`config.mk`:
```
export PLATFORM = sky130hd
export DESIGN_NAME = mem_lsu
export DESIGN_NICKNAME = d
export VERILOG_FILES = /design/src/rtl/mem_lsu_pkg.sv /design/src/rtl/mem_lsu_load_align.sv /design/src/rtl/mem_lsu.sv
export SDC_FILE = /design/constraint.sdc
export NUM_CORES = 1
export LEC_CHECK = 0
export BUFFER_PORTS_ARGS = -buffer_cell sky130_fd_sc_hd__buf_2
export CORE_MARGIN = 3
export CORE_UTILIZATION = 55
export DETAILED_ROUTE_END_ITERATION = 7
export PLACE_DENSITY = 0.87
export REMOVE_ABC_BUFFERS = 1
export SYNTH_ARGS = -nofsm -noshare
export SYNTH_HDL_FRONTEND = slang
export SYNTH_SLANG_ARGS = --single-unit
```
`constraint.sdc`:
```
create_clock -name clk -period 3.35 [get_ports clk]
set_input_delay 0.67 -clock clk [delete_from_list [all_inputs] [get_ports clk]]
set_output_delay 0.67 -clock clk [all_outputs]
set_load 0.01 [all_outputs]
```
`src/rtl/mem_lsu_pkg.sv`:
```
// Shared encodings for the memory-stage load/store unit.
package mem_lsu_pkg;

    // Load type codes
    localparam logic [2:0] LD_NONE = 3'd0;
    localparam logic [2:0] LD_LB   = 3'd1;
    localparam logic [2:0] LD_LH   = 3'd2;
    localparam logic [2:0] LD_LW   = 3'd3;
    localparam logic [2:0] LD_LBU  = 3'd4;
    localparam logic [2:0] LD_LHU  = 3'd5;

    // Store type codes
    localparam logic [1:0] ST_NONE = 2'd0;
    localparam logic [1:0] ST_SB   = 2'd1;
    localparam logic [1:0] ST_SH   = 2'd2;
    localparam logic [1:0] ST_SW   = 2'd3;

    // FSM state encoding
    localparam logic [1:0] S_IDLE = 2'd0;
    localparam logic [1:0] S_REQ  = 2'd1;
    localparam logic [1:0] S_WAIT = 2'd2;

    // Access size check; a load takes priority when both qualifiers are set.
    function automatic logic is_misaligned(input logic [2:0] ld, input logic [1:0] st,
                                           input logic [1:0] off);
        logic half, word;
        if (ld != LD_NONE) begin
            half = (ld == LD_LH) || (ld == LD_LHU);
            word = (ld == LD_LW);
        end else begin
            half = (st == ST_SH);
            word = (st == ST_SW);
        end
        return (half && off[0]) || (word && (off != 2'b00));
    endfunction

endpackage

```
`src/rtl/mem_lsu_load_align.sv`:
```
// Load data lane extraction and sign/zero extension.
module lsu_load_align
    import mem_lsu_pkg::*;
(
    input  logic [31:0] rsp_data,
    input  logic [1:0]  addr_lo,
    input  logic [2:0]  ld_type,
    output logic [31:0] data
);

    logic [31:0] lane;

    // Shift the addressed byte lane down, then extend per load type.
    always_comb begin
        lane = rsp_data >> {addr_lo, 3'b000};
        data = rsp_data;
        case (ld_type)
            LD_LB:   data = {{24{lane[7]}}, lane[7:0]};
            LD_LH:   data = {{16{lane[15]}}, lane[15:0]};
            LD_LBU:  data = {24'd0, lane[7:0]};
            LD_LHU:  data = {16'd0, lane[15:0]};
            default: data = rsp_data;
        endcase
    end

endmodule

```
`src/rtl/mem_lsu.sv`:
```
// Memory-stage load/store unit: one dcache request per memory op,
// one registered writeback record per accepted instruction.
module mem_lsu
    import mem_lsu_pkg::*;
#(
    parameter int ADDR_WIDTH = 32,
    parameter int DATA_WIDTH = 32
) (
    input  logic                  clk,
    input  logic                  rst,
    input  logic                  ex_valid,
    output logic                  ex_ready,
    input  logic [DATA_WIDTH-1:0] EX_AluData,
    input  logic [DATA_WIDTH-1:0] ex_st_data,
    input  logic [2:0]            ex_ld_type,
    input  logic [1:0]            ex_st_type,
    input  logic [4:0]            ex_rd,
    output logic                  dc_req_valid,
    input  logic                  dc_req_ready,
    output logic [ADDR_WIDTH-1:0] dc_req_addr,
    output logic                  dc_req_we,
    output logic [3:0]            dc_req_wstrb,
    output logic [DATA_WIDTH-1:0] dc_req_wdata,
    input  logic                  dc_rsp_valid,
    input  logic [DATA_WIDTH-1:0] dc_rsp_data,
    output logic                  wb_valid,
    output logic                  wb_we,
    output logic [4:0]            wb_rd,
    output logic [DATA_WIDTH-1:0] wb_data,
    output logic                  wb_misalign
);

    logic [1:0]            state;
    logic [1:0]            r_off;
    logic [2:0]            r_ld;
    logic [4:0]            r_rd;
    logic [DATA_WIDTH-1:0] ld_data;

    logic                  is_ld, is_st, mis;
    logic [1:0]            off;
    logic [3:0]            st_strb;
    logic [DATA_WIDTH-1:0] st_wdata;

    assign ex_ready = (state == S_IDLE);

    // Decode the incoming op and pre-format store strobes/data.
    always_comb begin
        off      = EX_AluData[1:0];
        is_ld    = (ex_ld_type != LD_NONE);
        is_st    = !is_ld && (ex_st_type != ST_NONE);
        mis      = is_misaligned(ex_ld_type, ex_st_type, off);
        st_strb  = 4'b0000;
        st_wdata = '0;
        if (is_st) begin
            case (ex_st_type)
                ST_SB: begin
                    st_strb  = 4'(4'b0001 << off);
                    st_wdata = {4{ex_st_data[7:0]}};
                end
                ST_SH: begin
                    st_strb  = 4'(4'b0011 << {off[1], 1'b0});
                    st_wdata = {2{ex_st_data[15:0]}};
                end
                default: begin
                    st_strb  = 4'b1111;
                    st_wdata = ex_st_data;
                end
            endcase
        end
    end

    lsu_load_align u_align (
        .rsp_data (dc_rsp_data),
        .addr_lo  (r_off),
        .ld_type  (r_ld),
        .data     (ld_data)
    );

    // Control FSM plus registered request and writeback record.
    always_ff @(posedge clk) begin
        if (rst) begin
            state        <= S_IDLE;
            r_off        <= 2'b00;
            r_ld         <= LD_NONE;
            r_rd         <= 5'd0;
            dc_req_valid <= 1'b0;
            dc_req_addr  <= '0;
            dc_req_we    <= 1'b0;
            dc_req_wstrb <= 4'b0000;
            dc_req_wdata <= '0;
            wb_valid     <= 1'b0;
            wb_we        <= 1'b0;
            wb_rd        <= 5'd0;
            wb_data      <= '0;
            wb_misalign  <= 1'b0;
        end else begin
            wb_valid <= 1'b0;
            case (state)
                S_IDLE: begin
                    if (ex_valid) begin
                        if (!is_ld && !is_st) begin
                            wb_valid    <= 1'b1;
                            wb_we       <= (ex_rd != 5'd0);
                            wb_rd       <= ex_rd;
                            wb_data     <= EX_AluData;
                            wb_misalign <= 1'b0;
                        end else if (mis) begin
                            // Faulting address goes out as the record's data.
                            wb_valid    <= 1'b1;
                            wb_we       <= 1'b0;
                            wb_rd       <= ex_rd;
                            wb_data     <= EX_AluData;
                            wb_misalign <= 1'b1;
                        end else begin
                            r_off        <= off;
                            r_ld         <= ex_ld_type;
                            r_rd         <= ex_rd;
                            dc_req_valid <= 1'b1;
                            dc_req_addr  <= {EX_AluData[ADDR_WIDTH-1:2], 2'b00};
                            dc_req_we    <= is_st;
                            dc_req_wstrb <= st_strb;
                            dc_req_wdata <= st_wdata;
                            state        <= S_REQ;
                        end
                    end
                end
                S_REQ: begin
                    if (dc_req_ready) begin
                        dc_req_valid <= 1'b0;
                        if (dc_req_we) begin
                            wb_valid    <= 1'b1;
                            wb_we       <= 1'b0;
                            wb_rd       <= r_rd;
                            wb_data     <= dc_req_addr;
                            wb_misalign <= 1'b0;
                            state       <= S_IDLE;
                        end else begin
                            state <= S_WAIT;
                        end
                    end
                end
                S_WAIT: begin
                    if (dc_rsp_valid) begin
                        wb_valid    <= 1'b1;
                        wb_we       <= (r_rd != 5'd0);
                        wb_rd       <= r_rd;
                        wb_data     <= ld_data;
                        wb_misalign <= 1'b0;
                        state       <= S_IDLE;
                    end
                end
                default: state <= S_IDLE;
            endcase
        end
    end

endmodule

```
# --- Word-level counts from Yosys, hierarchy flattened ---
# Index checks and enable logic that the tools add are counted.
totals:
  reg_bits: 120
  in_bits: 111
  out_inout_bits: 111
  word_cells: 110
op_classes:
  n_eq_ne: 19
  shifts: 3
  muxes: 52
  n_bitwise: 2
  n_reduce_logical: 20
ops:
  columns: ["op", "count"]
  rows:
  - ["2-to-1 mux 32 bit", 7]
  - ["case mux 32 bit (4 select lines)", 1]
  - ["case mux 32 bit (3 select lines)", 1]
  - ["case mux 32 bit (2 select lines)", 1]
  - ["right shift 32 x 5 -> 16 bit", 1]
  - ["2-to-1 mux 5 bit", 6]
  - ["2-to-1 mux 1 bit", 22]
  - ["case mux 5 bit (3 select lines)", 1]
  - ["2-to-1 mux 2 bit", 6]
  - ["!= test 2 bit, second input constant", 6]
  - ["AND reduction 5 bit", 2]
  - ["nonzero test 5 bit", 2]
  - ["equality test 3 x 2 -> 1 bit, second input constant", 3]
  - ["equality test 3 bit, second input constant", 3]
  - ["case mux 1 bit (3 select lines)", 3]
  - ["case mux 4 bit (2 select lines)", 1]
  - ["equality test 2 bit, second input constant", 3]
  - ["case mux 2 bit (3 select lines)", 1]
  - ["AND reduction 6 bit", 1]
  - ["nonzero test 2 bit", 3]
  - ["nonzero test 3 bit", 2]
  - ["equality test 2 x 1 -> 1 bit, second input constant", 2]
  - ["logical AND 1 bit", 4]
  - ["2-to-1 mux 4 bit", 1]
  - ["other kinds (10)", 13]

# --- Longest topological paths before layout ---
# Gate-level depths: netlist of the first run.
depth:
  depth_word: 9
  ltp_mapped: 10
  ltp_nobuf: 7

# --- Cells and area by module ---
# A second synthesis of the first run with hierarchy kept.
unflattened:
  cells_unflattened: 930
  hier_area_um2: 7239.4
modules_own_cells:
  columns: ["module", "instances", "cells_each", "area_per_inst_um2", "seq_area_each_um2"]
  rows:
  - ["mem_lsu", 1, 756, 6094.6, 2402.3]
  - ["lsu_load_align", 1, 174, 1144.8, 0.0]

# --- Least setup slack after synthesis of the first run ---
# No wires, ideal clock.
synth_path:
  path_type: "input to register"
  startpoint: "input ex_st_type[0]"
  endpoint: "register dc_req_addr[10]"
  arrival_ns: 2.291
  required_ns: 3.222
  slack_ns: 0.931
  cell_stages: 9
  path_cell_list: "inv_1 ha_1 or2_1 a311o_1 nor3_1 buf_4 buf_6 mux2i_1 nor2_1"
synth_between:
  elab_chain_len: 6
  elab_cells_between_ends: 14
  classes_between: "eq/ne: 2; mux: 2; bitwise: 2; reduce/logical: 8"
synth_lines:
  columns: ["item", "line_no", "rtl"]
  rows:
  - ["start, declared", "mem_lsu.sv:16", "input logic [1:0] ex_st_type,"]
  - ["equality test 2 bit, or another cell as far along", "mem_lsu_pkg.sv:31", "half = (st == ST_SH);"]
  - ["2-to-1 mux 1 bit or logical AND 1 bit (tied branches)", "mem_lsu_pkg.sv:27, mem_lsu.sv:50", null]
  - ["logical AND 1 bit or zero test 1 bit (tied branches)", "mem_lsu_pkg.sv:34, mem_lsu.sv:101", null]
  - ["logical OR 1 bit or logical AND 1 bit (tied branches)", "mem_lsu_pkg.sv:34, mem_lsu.sv:101", null]
  - ["NOT 1 bit (no line)", null, null]
  - ["AND reduction 4 bit (no line) (*)", null, null]
  - ["end signal, assigned", "mem_lsu.sv:119", "dc_req_addr <= {EX_AluData[ADDR_WIDTH-1:2], 2'b00};"]
  - ["end, declared", "mem_lsu.sv:20", "output logic [ADDR_WIDTH-1:0] dc_req_addr,"]
# Mark *: on every way between the ends. The rest lies on a longest branch, timed or not.
# A chain may end at the register's enable or synchronous reset.

# --- Final worst setup path of the first run ---
layout_path:
  startpoint: "input ex_st_type[0]"
  endpoint: "register dc_req_wdata[19]"
layout_between:
  elab_chain_len: 6
  elab_cells_between_ends: 17
  classes_between: "eq/ne: 3; mux: 4; bitwise: 2; reduce/logical: 8"
layout_lines:
  columns: ["item", "line_no", "rtl"]
  rows:
  - ["equality test 2 bit, or another cell as far along", "mem_lsu_pkg.sv:31, mem_lsu.sv:55", null]
  - ["2-to-1 mux 1 bit or logical AND 1 bit (tied branches)", "mem_lsu_pkg.sv:27, mem_lsu.sv:50", null]
  - ["logical AND 1 bit or zero test 1 bit (tied branches)", "mem_lsu_pkg.sv:34, mem_lsu.sv:101", null]
  - ["logical OR 1 bit or logical AND 1 bit (tied branches)", "mem_lsu_pkg.sv:34, mem_lsu.sv:101", null]
  - ["NOT 1 bit (no line)", null, null]
  - ["AND reduction 4 bit (no line)", null, null]
  - ["end signal, assigned", "mem_lsu.sv:122", "dc_req_wdata <= st_wdata;"]
  - ["end, declared", "mem_lsu.sv:23", "output logic [DATA_WIDTH-1:0] dc_req_wdata,"]
# Several ways; a longest one is shown, not always the timed one.

==> results.txt, run 1 <==
Routability cong. - 0.939
Root Driver - clkbuf_16
Internal - 3.62 mW
Drt wl/cell - 18.9 µm
Predominant post-synthesis flop cell - dfxtp_1
Ratio of cells with drive above 1 in the final layout - 30.6%
Layout area overhead - 28.0%
Cell Count, Final, Fillers Out - 1101
Sequential Power Share - 32.0%
Power Dens Cells - 667 mW/mm²
P_sw - 1.88 mW
Area leader, netlist - dfxtp_1
Period utilization - 82.0%
DRC viols - 0
Crit path DAT - 3.06 ns
Final Hold Viols - 0
Worst-skew pair later-pin latency - 0.41 ns
Final setup violation count - 0
Die Wd - 114 µm
Number of global-route vias before repair - 6338
Leakage power - 3.65 nW
Reg clk slew, reported paths - 0.05 ns
Core region area - 0.0111 mm²
Critical path capture point type - flop
Netlist cell types - 59
Total Routing Usage GR - 31.1%
Clock Power Share - 35.8%
CTS tree - yes
Fmax - 364 MHz
Hold_buf cts - 0
Mapped cell area - 0.00643 mm²
EDFF count, synth - 0
Max-slew violations - 0
First-pass detailed-route iteration total - 6
Crit path time final - 2.75 ns
Synth warn - 0
H-tree levels - 4
Synth top area cells - dfxtp_1 (37%), mux2i_1 (10%), nand2_1 (5.0%)
Max_cap viols - 0
Post-CTS sizing - 0
Dpl hpwl - 14.5 mm
I/O Buffers - 219
Post-layout power - 5.49 mW
Worst slew pin tran - 0.893 ns
FP Rows - 38
Synthesis-stage register bit count - 120
Die Ht - 114 µm
Cts bufs inserted - 17
Die area - 0.0130 mm²
Clock Skew - 0.00579 ns
DRT iter0 DRCs - 753
Max rail drop VDD - 0.518 mV
Vias/cell - 6.21
Number of post-CTS setup repair buffers - 0
Setup crit start kind - primary input
Cells after synthesis - 750
Bufs on Longest Clock Path - 2
Inst Count DP - 1067
Status - complete, no violations
Routed Antenna Nets - 0
Synth Area per Inst - 8.58 µm²
Final Net Count - 1064
Critical path class - in2reg
Post-synthesis sequential area ratio - 37.3%
First-pass GRT wire length - 32.7 mm
Logic pwr share - 32.3%
Crit-path max FO - 18
Sw frac - 34.2%
Setup TNS - 0 ns
# clock sinks - 120
RSZ-0062 raised after global routing - false
DRT Wirelength - 20.8 mm
Total vias in the final route - 6835
Synth top area share - 37.3%
Post-synth ARST share - 0%
Top-level I/O count - 222
Critical Path RT - 3.66 ns
Largest net degree at the start of global routing - 45
Relative slew slack - 40.2%
GRT overflow - 0
Antenna violations before repair - 3
Hold Crit Class - reg2reg
Starting Density - 57.8%
[metrics by stage]
stage | utilization [%] | setup WS [ns] | cell area (µm²) | hold WS, ns
finish | 74.0 | 0.602 | 8240 | 0.458
global route | 74.0 | 0.527 | 8240 | 0.473
detailed placement | 68.2 | 0.321 | 7590 | 0.444
CTS | 74.0 | 0.638 | 8230 | 0.460
floorplan | - | -3.90 | 6110 | 0.482
global placement | 68.2 | 0.401 | 7590 | 0.441
[cell usage in the layout (no fill, tap or decap), types with 6 or more instances in the layout]
| master | instances |
|---|---|
| a2111oi_0 | 16 |
| a211oi_1 | 7 |
| a21o_1 | 6 |
| a21oi_1 | 26 |
| a22o_1 | 12 |
| a22oi_1 | 8 |
| a31oi_1 | 10 |
| a32o_1 | 7 |
| buf_2 | 219 |
| buf_4 | 22 |
| clkbuf_16 | 17 |
| dfxtp_1 | 120 |
| ha_1 | 6 |
| inv_1 | 26 |
| mux2i_1 | 67 |
| mux4_2 | 7 |
| nand2_1 | 86 |
| nand2b_1 | 18 |
| nand3_1 | 7 |
| nor2_1 | 71 |
| nor2b_1 | 9 |
| nor3_1 | 8 |
| o211ai_1 | 26 |
| o21ai_0 | 40 |
| o221ai_1 | 17 |
| o22ai_1 | 16 |
| o2bb2ai_1 | 24 |
[state kept, by name (all words and copies together) (netlist names)]
signal	count
r_off	2
wb_rd	5
state	2
dc_req_addr	30
r_rd	5
wb_we	1
wb_misalign	1
dc_req_wdata	32
dc_req_valid	1
wb_valid	1
r_ld	3
dc_req_we	1
dc_req_wstrb	4
wb_data	32
[synthesized netlist by cell type (3+ instances only)]
master / n
dfxtp_1: 120
nand2_1: 86
nor2_1: 71
mux2i_1: 67
o21ai_0: 40
clkbuf_1: 38
a21oi_1: 26
inv_1: 26
o211ai_1: 26
o2bb2ai_1: 24
nand2b_1: 18
buf_2: 17
o221ai_1: 17
a2111oi_0: 16
o22ai_1: 16
a22o_1: 12
a31oi_1: 10
nor3_1: 10
nor2b_1: 9
a22oi_1: 8
a211oi_1: 7
a32o_1: 7
ha_1: 7
mux4_2: 7
nand3_1: 7
a21o_1: 6
buf_4: 5
buf_6: 3
o21ai_1: 3
[worst max-delay path, cell delays in order]
cell,delay (ns)
buf_2,0.10
inv_1,0.06
ha_1,0.21
or2_1,0.24
a311o_1,0.46
nor3_2,0.41
buf_4,0.40
nand3_2,0.23
o2bb2ai_1,0.27
[logic make-up after synthesis]
group	after synthesis	synth area share [%]
muxes	74	12.9
and+or+nand+nor	223	15.9
AOI/OAI and AO/OA	232	25.9
other	1	0.0583
DFF	120	37.3
buffers and inverters	93	6.57
adders and majority gates	7	1.36
[final cells by class]
cell class	count	area [µm²]
Timing Repair Buffer	242	1280
Sequential cell	120	2400
Multi-Input combinational cell	538	3630
Clock buffer	21	470
Clock inverter	11	170
Fill cell	828	2890
Inverter	27	101
Antenna cell	2	5.00
Tap cell	140	175
[power groups by stage]
stage               Clock [mW]  Combinational [mW]  Sequential (mW)
floorplan                    0                1.02             1.85
global placement             0                1.70             1.77
detailed placement           0                1.74             1.78
CTS                       1.97                1.75             1.75
global route              2.05                1.93             1.78
finish                    1.97                1.77             1.76
[per-layer routing]
layer  GRT usage, %  vias up  wire length (µm)
met5              0        -                13
met4           12.4        2               653
met3           6.34       53              1990
met2           51.7      414              9880
met1           39.5     3205              8270
li1               -     3161                 -
[path summary, 6_finish.rpt]
kind / from / slack [ns] / cells after the start / endpoint
setup / recovery: ex_st_type[0] / 0.60 / 9 / dc_req_wdata[19]
hold / removal: dc_req_wdata[24] / 0.46 / 1 / dc_req_wdata[24]
setup reg to reg: state[0] / 0.85 / 8 / wb_rd[0]
hold reg to reg: dc_req_wdata[24] / 0.46 / 1 / dc_req_wdata[24]
No activity file was read; power rests on OpenSTA's default activity.
==> run 2, diff against run 1 <==
--- a/config.mk
+++ b/config.mk
@@ -7,9 +7,9 @@
 export LEC_CHECK = 0
 export BUFFER_PORTS_ARGS = -buffer_cell sky130_fd_sc_hd__buf_2
 export CORE_MARGIN = 3
-export CORE_UTILIZATION = 55
+export CORE_UTILIZATION = 51
 export DETAILED_ROUTE_END_ITERATION = 7
-export PLACE_DENSITY = 0.87
+export PLACE_DENSITY = 0.81
 export REMOVE_ABC_BUFFERS = 1
 export SYNTH_ARGS = -nofsm -noshare
 export SYNTH_HDL_FRONTEND = slang
==> constraint.sdc (replaced) <==
create_clock -name clk -period 2.8 [get_ports clk]
set_input_delay 0.56 -clock clk [delete_from_list [all_inputs] [get_ports clk]]
set_output_delay 0.56 -clock clk [all_outputs]
set_load 0.01 [all_outputs]
==> results.txt, run 2 (synthesis results as in run 1) <==
Antenna violations before repair - 4
GRT overflow - 0
RSZ-0062 raised after global routing - false
Cts bufs inserted - 17
Largest regs - dc_req_wdata: 32 flops, wb_data: 32 flops, dc_req_addr: 30 flops
Core region area - 0.0122 mm²
Hold Crit Class - in2reg
Total vias in the final route - 6755
DRC viols - 0
Largest net degree at the start of global routing - 73
# clock sinks - 120
Layer with the highest usage - met2
Die Ht - 118 µm
CP bufs+invs - 2
Max-slew violations - 0
Routed Antenna Nets - 0
Finished Core Util - 68.1%
Die area - 0.0140 mm²
Crit path time final - 2.52 ns
Leading cell type in the layout, fill and taps excluded - buf_2
Critical Path RT - 3.15 ns
Layout area overhead - 28.7%
First-pass detailed-route iteration total - 5
Status - complete, no violations
Final setup violation count - 0
Reg clk slew, reported paths - 0.06 ns
Critical path class - reg2reg
Max rail drop VDD - 0.516 mV
Number of global-route vias before repair - 6699
Most used cell, CP - inv_1
Dpl hpwl - 14.5 mm
Fmax - 397 MHz
Vias/cell - 5.97
Number of post-CTS setup repair buffers - 0
First-pass GRT wire length - 33.2 mm
FP Rows - 40
Total Routing Usage GR - 29.1%
DRT iter0 DRCs - 679
Ratio of cells with drive above 1 in the final layout - 30.6%
Root Driver - clkbuf_16
Power Dens Cells - 784 mW/mm²
Hold_buf cts - 0
Critical path's top delay family - simple AND/OR/NAND/NOR gates
Worst-skew pair later-pin latency - 0.42 ns
Period utilization - 90.0%
Clock Skew - 0.00658 ns
Bufs on Longest Clock Path - 2
Critical path capture point type - flop
Commonest cells after routing, fill and taps aside - buf_2 (219), dfxtp_1 (120), nand2_1 (86)
Leakage power - 3.67 nW
Crit path largest cell delay - 0.68 ns
Met1 usage in global routing - 34.3%
CTS tree - yes
Routability cong. - 0.945
I/O Buffers - 219
Cell area after layout - 0.00828 mm²
Final Hold Viols - 0
Worst slew pin tran - 0.697 ns
Setup crit start kind - flop
DRT Wirelength - 20.7 mm
Crit path DAT - 2.87 ns
Top-level I/O count - 222
Final Net Count - 1066
GR Util met2 - 47.4%
Met3 Usage GRT - 9.23%
Post-CTS sizing - 0
Crit-path max FO - 13
H-tree levels - 4
Cell Chain, Critical Path - inv_1 > ha_2 > inv_1 > o221ai_1 > or3_1 > or4_1 > a21oi_1
Slowest-stage cell, CP - or3_1
Starting Density - 52.9%
Placed cell areas - 0.00766 mm²
Relative slew slack - 52.3%
Drt wl/cell - 18.3 µm
Die Wd - 118 µm
Max_cap viols - 0
[run 2: area by class of cell]
cell class	count	area (µm²)
repair buffers	244	1320
clock inverters	9	120
multi-input cells	538	3630
inverters	27	101
well taps	168	210
clock buffers	23	488
diodes	3	7.51
flip-flops and latches	120	2400
fillers	1059	3880
[run 2: per-stage QoR]
step                power (mW)  hold WS, ns  setup WS [ns]  instances  setup TNS [ns]
floorplan                 3.44        0.482          -4.34        685         -324.02
global placement          4.19        0.439         0.0909       1097               0
detailed placement        4.22        0.445        0.00103       1097               0
CTS                       6.48        0.369          0.295       1129               0
global route              6.81        0.374          0.119       1132               0
finish                    6.49        0.375          0.281       1132               0
[run 2: path summary, 6_finish.rpt]
| kind | slack [ns] | endpoint | cells past startpoint | start |
|---|---|---|---|---|
| setup / recovery | 0.28 | wb_misalign | 7 | state[0] |
| hold / removal | 0.37 | dc_req_wdata[26] | 3 | ex_st_data[26] |
| setup reg to reg | 0.28 | wb_misalign | 7 | state[0] |
| hold reg to reg | 0.46 | dc_req_wdata[21] | 1 | dc_req_wdata[21] |
[run 2: routing by layer]
layer	up-vias	wire (µm)
met1	3173	8180
met5	-	7
met4	2	788
li1	3166	-
met3	71	1930
met2	343	9760
[run 2: report_power, final]
part / switching [mW] / leakage [nW] / internal [mW]
registers: 0.158 / 0.978 / 1.94
clock network: 0.766 / 0.306 / 1.48
logic: 1.30 / 2.38 / 0.843
[run 2: worst reg2reg max path: cells and delay by family (launching register included)]
family,cells,cell delay [ns]
buffers and inverters,2,0.22
adders and majority gates,1,0.23
AOI/OAI and AO/OA,2,0.40
DFF,1,0.39
and+or+nand+nor,2,1.20
